### src/rtl/control_pkg.sv
`default_nettype none
// ============================================================================
// control_pkg - opcodes, state encoding and step width for control_sequencer
// Rev 1.0
// ============================================================================
package control_pkg;

  localparam int STEP_W = 4;

  localparam logic [4:0] OPC_ADD  = 5'b00011;
  localparam logic [4:0] OPC_SUB  = 5'b00100;
  localparam logic [4:0] OPC_AND  = 5'b00101;
  localparam logic [4:0] OPC_OR   = 5'b00110;
  localparam logic [4:0] OPC_NEG  = 5'b10001;
  localparam logic [4:0] OPC_NOT  = 5'b10010;
  localparam logic [4:0] OPC_HALT = 5'b11011;

  typedef enum logic [STEP_W-1:0] {
    ST_IDLE = 4'd0,
    ST_T0   = 4'd1,
    ST_T1   = 4'd2,
    ST_T2   = 4'd3,
    ST_T3   = 4'd4,
    ST_T4   = 4'd5,
    ST_T5   = 4'd6,
    ST_HALT = 4'd7
  } state_t;

  typedef enum logic [1:0] {
    CLS_BINARY  = 2'd0,
    CLS_UNARY   = 2'd1,
    CLS_HALT    = 2'd2,
    CLS_ILLEGAL = 2'd3
  } opc_class_t;

endpackage
`default_nettype wire

### src/rtl/onehot_decoder.sv
`default_nettype none
// ============================================================================
// onehot_decoder - binary index to one-hot enable vector, gated by en
// Rev 1.0
// ============================================================================
module onehot_decoder #(
  parameter int N = 16
) (
  input  logic [$clog2(N)-1:0] idx,
  input  logic                 en,
  output logic [N-1:0]         onehot
);

  localparam int IDX_W = $clog2(N);

  for (genvar i = 0; i < N; i++) begin : g_bit
    assign onehot[i] = en && (idx == IDX_W'(i));
  end

endmodule
`default_nettype wire

### src/rtl/control_sequencer.sv
`default_nettype none
// ============================================================================
// control_sequencer - hardwired T0..T5 fetch/execute sequencer, single-bus path
// Optional feature macro: MEM_WAIT_EN (T1 stalls until mem_ready).  Rev 1.0
// ============================================================================
module control_sequencer
  import control_pkg::*;
#(
  parameter int WIDTH    = 32,
  parameter int NUM_REGS = 16,
  parameter int OPC_W    = 5
) (
  input  logic                clock,
  input  logic                clear,
  input  logic                run,
  input  logic [WIDTH-1:0]    ir,
  input  logic                mem_ready,
  output logic                pco,
  output logic                pc_inc,
  output logic                mari,
  output logic                read,
  output logic                mdri,
  output logic                mdro,
  output logic                iri,
  output logic                ryi,
  output logic                zi,
  output logic                zo,
  output logic [NUM_REGS-1:0] rf_out,
  output logic [NUM_REGS-1:0] rf_in,
  output logic [OPC_W-1:0]    alu_op,
  output logic [STEP_W-1:0]   step,
  output logic                halted,
  output logic                illegal
);

  localparam int IDX_W = $clog2(NUM_REGS);

  localparam logic [OPC_W-1:0] c_add  = OPC_W'(OPC_ADD);
  localparam logic [OPC_W-1:0] c_sub  = OPC_W'(OPC_SUB);
  localparam logic [OPC_W-1:0] c_and  = OPC_W'(OPC_AND);
  localparam logic [OPC_W-1:0] c_or   = OPC_W'(OPC_OR);
  localparam logic [OPC_W-1:0] c_neg  = OPC_W'(OPC_NEG);
  localparam logic [OPC_W-1:0] c_not  = OPC_W'(OPC_NOT);
  localparam logic [OPC_W-1:0] c_halt = OPC_W'(OPC_HALT);

  function automatic opc_class_t classify(input logic [OPC_W-1:0] opc);
    opc_class_t cls;
    if (opc == c_add || opc == c_sub || opc == c_and || opc == c_or)
      cls = CLS_BINARY;
    else if (opc == c_neg || opc == c_not)
      cls = CLS_UNARY;
    else if (opc == c_halt)
      cls = CLS_HALT;
    else
      cls = CLS_ILLEGAL;
    return cls;
  endfunction

  state_t             r_state;
  logic [OPC_W-1:0]   r_opc;
  logic [IDX_W-1:0]   r_ra;
  logic [IDX_W-1:0]   r_rb;
  logic [IDX_W-1:0]   r_rc;

  logic [OPC_W-1:0]   w_ir_opc;
  logic [IDX_W-1:0]   w_ir_ra;
  logic [IDX_W-1:0]   w_ir_rb;
  logic [IDX_W-1:0]   w_ir_rc;
  opc_class_t         w_cls;
  logic               w_out_en;
  logic [IDX_W-1:0]   w_out_idx;
  logic               w_in_en;
  logic               w_unused;

  assign w_ir_opc = ir[WIDTH-1 -: OPC_W];
  assign w_ir_ra  = ir[WIDTH-1-OPC_W -: IDX_W];
  assign w_ir_rb  = ir[WIDTH-1-OPC_W-IDX_W -: IDX_W];
  assign w_ir_rc  = ir[WIDTH-1-OPC_W-2*IDX_W -: IDX_W];
  assign w_cls    = classify(w_ir_opc);

  // IR is loaded at the end of T2, so T3 decodes the live ir and captures it
  // on the way out; T4/T5 then depend only on the captured copy.
  always_ff @(posedge clock or negedge clear) begin
    if (!clear) begin
      r_state <= ST_IDLE;
      r_opc   <= '0;
      r_ra    <= '0;
      r_rb    <= '0;
      r_rc    <= '0;
    end else begin
      case (r_state)
        ST_IDLE: if (run) r_state <= ST_T0;
        ST_T0:   r_state <= ST_T1;
        ST_T1: begin
`ifdef MEM_WAIT_EN
          if (mem_ready) r_state <= ST_T2;
`else
          r_state <= ST_T2;
`endif
        end
        ST_T2:   r_state <= ST_T3;
        ST_T3: begin
          r_opc <= w_ir_opc;
          r_ra  <= w_ir_ra;
          r_rb  <= w_ir_rb;
          r_rc  <= w_ir_rc;
          case (w_cls)
            CLS_BINARY: r_state <= ST_T4;
            CLS_UNARY:  r_state <= ST_T5;
            CLS_HALT:   r_state <= ST_HALT;
            default:    r_state <= ST_T0;
          endcase
        end
        ST_T4:   r_state <= ST_T5;
        ST_T5:   r_state <= run ? ST_T0 : ST_IDLE;
        ST_HALT: r_state <= ST_HALT;
        default: r_state <= ST_IDLE;
      endcase
    end
  end

  always_comb begin
    pco       = 1'b0;
    pc_inc    = 1'b0;
    mari      = 1'b0;
    read      = 1'b0;
    mdri      = 1'b0;
    mdro      = 1'b0;
    iri       = 1'b0;
    ryi       = 1'b0;
    zi        = 1'b0;
    zo        = 1'b0;
    halted    = 1'b0;
    illegal   = 1'b0;
    alu_op    = '0;
    w_out_en  = 1'b0;
    w_out_idx = r_rc;
    w_in_en   = 1'b0;
    case (r_state)
      ST_T0: begin
        pco    = 1'b1;
        pc_inc = 1'b1;
        mari   = 1'b1;
      end
      ST_T1: begin
        read = 1'b1;
`ifdef MEM_WAIT_EN
        mdri = mem_ready;
`else
        mdri = 1'b1;
`endif
      end
      ST_T2: begin
        mdro = 1'b1;
        iri  = 1'b1;
      end
      ST_T3: begin
        case (w_cls)
          CLS_BINARY: begin
            w_out_en  = 1'b1;
            w_out_idx = w_ir_rb;
            ryi       = 1'b1;
          end
          CLS_UNARY: begin
            w_out_en  = 1'b1;
            w_out_idx = w_ir_rb;
            alu_op    = w_ir_opc;
            zi        = 1'b1;
          end
          CLS_ILLEGAL: illegal = 1'b1;
          default: ;
        endcase
      end
      ST_T4: begin
        w_out_en  = 1'b1;
        w_out_idx = r_rc;
        alu_op    = r_opc;
        zi        = 1'b1;
      end
      ST_T5: begin
        zo      = 1'b1;
        w_in_en = 1'b1;
      end
      ST_HALT: halted = 1'b1;
      default: ;
    endcase
  end

  assign step = r_state;

  onehot_decoder #(.N(NUM_REGS)) u_rf_out_dec (
    .idx    (w_out_idx),
    .en     (w_out_en),
    .onehot (rf_out)
  );

  onehot_decoder #(.N(NUM_REGS)) u_rf_in_dec (
    .idx    (r_ra),
    .en     (w_in_en),
    .onehot (rf_in)
  );

  // Low ir bits and the latched rb carry no control meaning after T3.
`ifdef MEM_WAIT_EN
  assign w_unused = ^{ir, r_rb};
`else
  assign w_unused = ^{ir, r_rb, mem_ready};
`endif

endmodule
`default_nettype wire
### config.mk
export PLATFORM = sky130hd
export DESIGN_NAME = control_sequencer
export DESIGN_NICKNAME = d
export VERILOG_FILES = /design/src/rtl/control_pkg.sv /design/src/rtl/onehot_decoder.sv /design/src/rtl/control_sequencer.sv
export SDC_FILE = /design/constraint.sdc
export NUM_CORES = 1
export LEC_CHECK = 0
export CORE_ASPECT_RATIO = 1.4
export CORE_MARGIN = 2
export CORE_UTILIZATION = 28
export DETAILED_ROUTE_END_ITERATION = 6
export GPL_TIMING_DRIVEN = 0
export SLEW_MARGIN = 20
export SYNTH_ARGS = -nofsm -noshare
export SYNTH_HDL_FRONTEND = slang
export SYNTH_SLANG_ARGS = --single-unit
### constraint.sdc
create_clock -name clock -period 2.13 [get_ports clock]
set_input_delay 0.213 -clock clock [delete_from_list [all_inputs] [get_ports clock]]
set_output_delay 0.213 -clock clock [all_outputs]
set_load 0.02 [all_outputs]
**Word-level counts from Yosys, hierarchy flattened**

Index checks and enable logic that the tools add are counted.

- Register bits after elaboration: 17
- Input port bits: 36
- Output and inout bits: 53
- Logic and storage cells: 117

- Equal/unequal tests: 48
- Multiplexer cells: 24
- Reductions and logical operators: 41

Operators with widths:

| operator | count |
|---|---|
| == test 4 bit, second input constant | 16 |
| == test 4 x 3 -> 1 bit, second input constant | 12 |
| logical AND 1 bit | 32 |
| one-hot mux 4 bit (8 select lines) | 1 |
| == test 4 x 2 -> 1 bit, second input constant | 6 |
| == test 5 x 3 -> 1 bit, second input constant | 3 |
| == test 5 bit, second input constant | 3 |
| two-way mux 1 bit | 13 |
| == test 4 x 1 -> 1 bit, second input constant | 3 |
| logical NOT 4 bit | 3 |
| two-way mux 4 bit | 3 |
| one-hot mux 5 bit (2 select lines) | 1 |
| one-hot mux 3 bit (3 select lines) | 1 |
| == test 5 x 2 -> 1 bit, second input constant | 1 |
| two-way mux 5 bit | 1 |
| == test 2 bit, second input constant | 2 |
| logical OR 1 bit | 4 |
| two-way mux 2 bit | 2 |
| one-hot mux 1 bit (2 select lines) | 2 |
| == test 2 x 1 -> 1 bit, second input constant | 1 |
| logical NOT 2 bit | 1 |
| != test 2 bit, second input constant | 1 |
| OR reduction 2 bit | 1 |

**Logic depth before layout (Yosys ltp)**

- Depth in word-level cells: 11
- Depth in mapped cells: 9

**Hierarchy**

Synthesis repeated with hierarchy kept, for this count alone.

- Cells, all modules: 153
- Area total of the unflattened synthesis: 1287.5 um^2

By module, submodules not included:

| module | instances | cells each | area each (um^2) | sequential area each (um^2) |
|---|---|---|---|---|
| control_sequencer | 1 | 107 | 1052.3 | 400.4 |
| onehot_decoder | 2 | 23 | 117.6 | 0.0 |

**Worst setup path before layout**

OpenSTA, ideal clock, no wires.

- Kind: register to output
- Start point: register r_state[1] (netlist: step[1])
- End point: output port rf_out[14]
- Arrival time: 1.918 ns
- Setup slack: -0.001 ns
- Stages on the path, launching flop included: 7
- Path through: dfrtp_1 buf_6 nand2b_4 buf_6 nor2_2 nand3_1 o32ai_1

- Longest elaborated chain between the ends: 4
- Elaborated cells on any way between the ends: 6

RTL lines:

| what | line | source |
|---|---|---|
| from (decl) | control_sequencer.sv:59 | `state_t r_state;` |
| from (signal assigned) | control_sequencer.sv:115 | `ST_T5: r_state <= run ? ST_T0 : ST_IDLE;` |
| == test 4 x 3 -> 1 bit | control_sequencer.sv:139 | `case (r_state)` |
| two-way mux 4 bit | control_sequencer.sv:139 |  |
| == test 4 bit | onehot_decoder.sv:17 | `assign onehot[i] = en && (idx == IDX_W'(i));` |
| logical AND 1 bit (*) | onehot_decoder.sv:17 |  |
| to (decl) | control_sequencer.sv:28 | `output logic [NUM_REGS-1:0] rf_out,` |

Every way passes the cells marked *; elsewhere a longest branch is shown, timed or not.

**Worst setup path after layout**

- Start point: register r_state[0] (netlist: step[0])
- End point: output port rf_out[4]

- Longest elaborated chain between the ends: 4
- Elaborated cells on any way between the ends: 6

RTL lines:

| what | line |
|---|---|
| == test 4 x 3 -> 1 bit | control_sequencer.sv:139 |
| two-way mux 4 bit | control_sequencer.sv:139 |
| == test 4 x 3 -> 1 bit | onehot_decoder.sv:17 |
| logical AND 1 bit (*) | onehot_decoder.sv:17 |

Marks and branches as above.

==> results by stage <==
Timing:
- The relative slew slack is 49.3%.
- Static timing analysis puts the maximum clock frequency at 485 MHz.
- The setup-violating endpoint count in the final report is 0.
- The slew at the pin closest to its max-slew limit is 0.759 ns.
- The worst clock skew is 0.00285 ns.
- The final critical-path required period is 2.06 ns.
- The number of hold violations in the final report is 0.
- The max-slew violation total from the final report is 0.
- Dividing the final minimum period by the clock period gives 96.8%.

Synthesis:
- The synthesized cell area is 1390 sq um.
- For this run, the number of Yosys warnings is 0.
- In this run, distinct cell masters in the synthesized netlist total 36.
- Sorting the synthesized cells by area gives the leading types as sky130_fd_sc_hd__dfrtp_1 (29%), sky130_fd_sc_hd__mux2_2 (11%), sky130_fd_sc_hd__nor2_1 (8.1%).
- Sorting the synthesized cells by how often they occur yields sky130_fd_sc_hd__nor2_1 (30), sky130_fd_sc_hd__dfrtp_1 (16), sky130_fd_sc_hd__nand2_1 (15), sky130_fd_sc_hd__mux2_2 (13), sky130_fd_sc_hd__o31ai_1 (11).
- The largest total area in the synthesized netlist belongs to sky130_fd_sc_hd__dfrtp_1.
- After synthesis the netlist holds a flip-flop and latch count of 16.
- The average footprint of a synthesized cell is 8.00 sq um.
- The number of enable-type register cells in the synthesized netlist is 0.
- After technology mapping, the gate count stands at 174.
- Among all flip-flop cells after synthesis, the most frequent one is sky130_fd_sc_hd__dfrtp_1.
- The proportion of synthesized flip-flops having asynchronous set or reset is 100%.
- The net count after synthesis is 212.
- The most common cell in the synthesized netlist is sky130_fd_sc_hd__nor2_1.
- The part of the Yosys area used for sequential elements is 28.8%.
- The area share of the largest cell type after synthesis is 28.8%.

Route:
- The first detailed-routing pass took 4 iterations.
- The via total after detailed routing is 1609.
- The routed wire length is 4.56 mm.
- The mean number of vias per cell is 4.94.
- The final routed DRC violation total is 0.
- In this run the remaining antenna-violating nets after routing total 0.
- The average detailed-routed wire length per instance is 14.0 microns.
- After the first detailed-routing iteration, the DRC count stood at 45.

CTS:
- Counting along the longest clock path gives a buffer depth of 2.
- Clock tree synthesis found a total of 16 sinks.
- The CTS tree is built.
- The number of CTS-inserted buffers is 3.
- CTS built an H-tree with a depth of 1.
- The later pin in the worst-skew pair is clocked with a latency of 0.25 ns.
- Clock-pin slew was measured on the worst setup and hold paths at 0.07 ns.
- The root buffer cell chosen for the clock tree is sky130_fd_sc_hd__clkbuf_8.

Finish:
- The number of nets in the final layout is 301.
- Counting the fill cells in the layout gives 499.
- The count of inserted antenna diode cells is 0.
- Cells with a size suffix above 1 make up 34.0% of the layout.
- Once layout is complete, the utilization of the core stands at 48.6%.
- Compared with the post-synthesis result, the final layout area differs by 67.7%.

Setup path:
- Data on the critical path arrives at its endpoint at 1.85 ns.
- The worst endpoint required time is 1.92 ns.
- STA classifies the critical path endpoint as an output port.
- The worst-path maximum fanout is 6.
- The kind of launch point of the worst setup path is a flip-flop.
- The setup path with the least slack is of type reg2out.

Worst hold path:
- The class of the worst hold path is in2reg.

Place:
- The quantity of I/O buffers inserted on ports is 71.
- The HPWL reported at the end of detailed placement is 3.44 mm.
- The final RePlAce weighted congestion is 0.869.

Pwr:
- The power density of the placed cells is 1090 nW/um^2.
- The internal portion of the total power is 1.43 mW.
- In this run, flip-flops and latches consume 24.9% of the power.
- In this run switching power makes up 43.6% of total power.
- The net load switching power is 1.11 mW.
- Across the VDD grid, the largest voltage drop is 0.811 mV.
- The share of total power dissipated in combinational logic is 64.2%.
- The final total power is 2.54 mW.
- In this run the static leakage power is 1.06 nW.
- The clock network burns 10.9% of the power.

GRT:
- The number of antenna violations at the first check in global routing is 0.
- The met3 demand-to-capacity share in global routing is 2.07%.
- Global routing used 15.7% of the available tracks across all layers.
- The global-route wire length before repair is 7.07 mm.
- The maximum number of pins on one net before global-route repair is 17.
- The met2 usage in global routing is 30.3%.
- In the global route stage, met1 resource usage came out at 17.0%.
- The total congestion overflow after global routing is 0.
- The most used routing layer is met2.
- The via count of the first global-routing pass is 1504.

Run status:
- The run finished with clean final reports.

Floorplanning:
- The y dimension of the die is 87.4 microns.
- The I/O pin count is 89.
- The total die area is 5560 sq um.
- For this configuration, the core starts out at a cell density of 29.0%.
- The die width is 63.6 microns.
- The count of standard-cell rows is 30.
- The area inside the core boundary is 4800 sq um.

Job:
- Across the run, the number of max-cap violations was 0.
==> worst max-delay path: stages, from the launching register on <==
cell                       delay [ns]
sky130_fd_sc_hd__dfrtp_2         0.46
sky130_fd_sc_hd__buf_6           0.15
sky130_fd_sc_hd__nor2_4          0.14
sky130_fd_sc_hd__buf_6           0.13
sky130_fd_sc_hd__nand3b_1        0.21
sky130_fd_sc_hd__o31ai_1         0.30
sky130_fd_sc_hd__buf_2           0.21
==> cell usage in the layout (no fill, tap or decap), types with 3 or more instances in the layout <==
cell / instances
sky130_fd_sc_hd__dlygate4sd2_1: 16
sky130_fd_sc_hd__clkdlybuf4s50_1: 26
sky130_fd_sc_hd__nor2_1: 29
sky130_fd_sc_hd__and3_1: 6
sky130_fd_sc_hd__nand2b_1: 5
sky130_fd_sc_hd__nand3_1: 8
sky130_fd_sc_hd__clkbuf_2: 9
sky130_fd_sc_hd__clkdlybuf4s15_2: 4
sky130_fd_sc_hd__o31ai_1: 8
sky130_fd_sc_hd__mux2_2: 13
sky130_fd_sc_hd__clkbuf_8: 4
sky130_fd_sc_hd__nand2_1: 15
sky130_fd_sc_hd__dfrtp_1: 15
sky130_fd_sc_hd__buf_6: 4
sky130_fd_sc_hd__buf_2: 9
sky130_fd_sc_hd__o31ai_2: 3
sky130_fd_sc_hd__inv_1: 6
sky130_fd_sc_hd__nor3_1: 6
sky130_fd_sc_hd__buf_4: 26
sky130_fd_sc_hd__o32ai_1: 3
sky130_fd_sc_hd__nand3b_1: 5
sky130_fd_sc_hd__a21oi_1: 8
==> cells by family after synthesis <==
kind of cell,Yosys count,share of synthesized area (%)
XOR/XNOR,1,0.629
adder cells (fa/ha/maj),2,1.80
buffers and inverters,20,8.71
flip-flops,16,28.8
other,1,0.269
multiplexers,13,10.5
AO/OA/AOI/OAI,33,17.5
AND/OR/NAND/NOR,88,31.8
==> per-stage QoR <==
step	setup TNS, ns	instances	cell area [sq um]	hold WS (ns)	setup WS [ns]
final	0	326	2330	0.313	0.0679
after global routing	-0.0721	326	2330	0.311	-0.0186
after CTS	0	319	2270	0.313	0.000907
after detailed placement	-16.70	309	2200	0.500	-1.17
after global placement	-16.62	309	2200	0.492	-1.17
after floorplan	0	174	1410	-0.0826	0.0176
==> worst paths after layout <==
kind | from | end | slack (ns) | depth (start not counted)
worst min-delay path | ir[31] | r_opc[4] | 0.31 | 2
worst max-delay path | step[0] | rf_out[4] | 0.07 | 6
worst max register to register | step[0] | r_ra[2] | 0.68 | 5
min in group asynchronous | clear | r_opc[4] | 0.41 | 1
max in group asynchronous | clear | step[0] | 1.20 | 1
worst min register to register | r_opc[2] | r_opc[2] | 0.51 | 1
==> final cells by class <==
class	instances	area [sq um]	share of cell area (%)
Buffer	10	76.3	3.27
Timing Repair Buffer	87	726	31.1
Sequential cell	16	402	17.2
Inverter	7	30.0	1.29
Tap cell	64	80.1	3.43
Clock buffer	4	55.1	2.36
Multi-Input combinational cell	138	966	41.4
==> timing repair <==
item,4_1_cts,5_1_grt
hold buffers,0,0
resized for setup,116,48
endpoints found under the setup margin,48,33
gates cloned,0,0
endpoints found under the hold margin,0,0
buffers inserted,8,8
pin swaps,7,8
==> per-layer routing <==
layer | up-vias | share of wire [%]
li1 | 793 | -
met1 | 764 | 40
met2 | 44 | 54
met3 | 8 | 4.5
met4 | 0 | 1.6
met5 | - | 0
==> state kept, by name, summed over array words and instances, names as in the netlist <==
signal  flops
r_opc       5
r_ra        4
r_rc        4
step        3
==> power by group through the flow <==
stage	clock (mW)	sequential [mW]	combinational, mW
after floorplan	0	0.612	0.953
after detailed placement	0	0.615	1.50
after CTS	0.281	0.628	1.54
after global routing	0.299	0.666	1.75
final	0.277	0.634	1.63
after global placement	0	0.609	1.49
No activity file was read; power rests on OpenSTA's default activity.
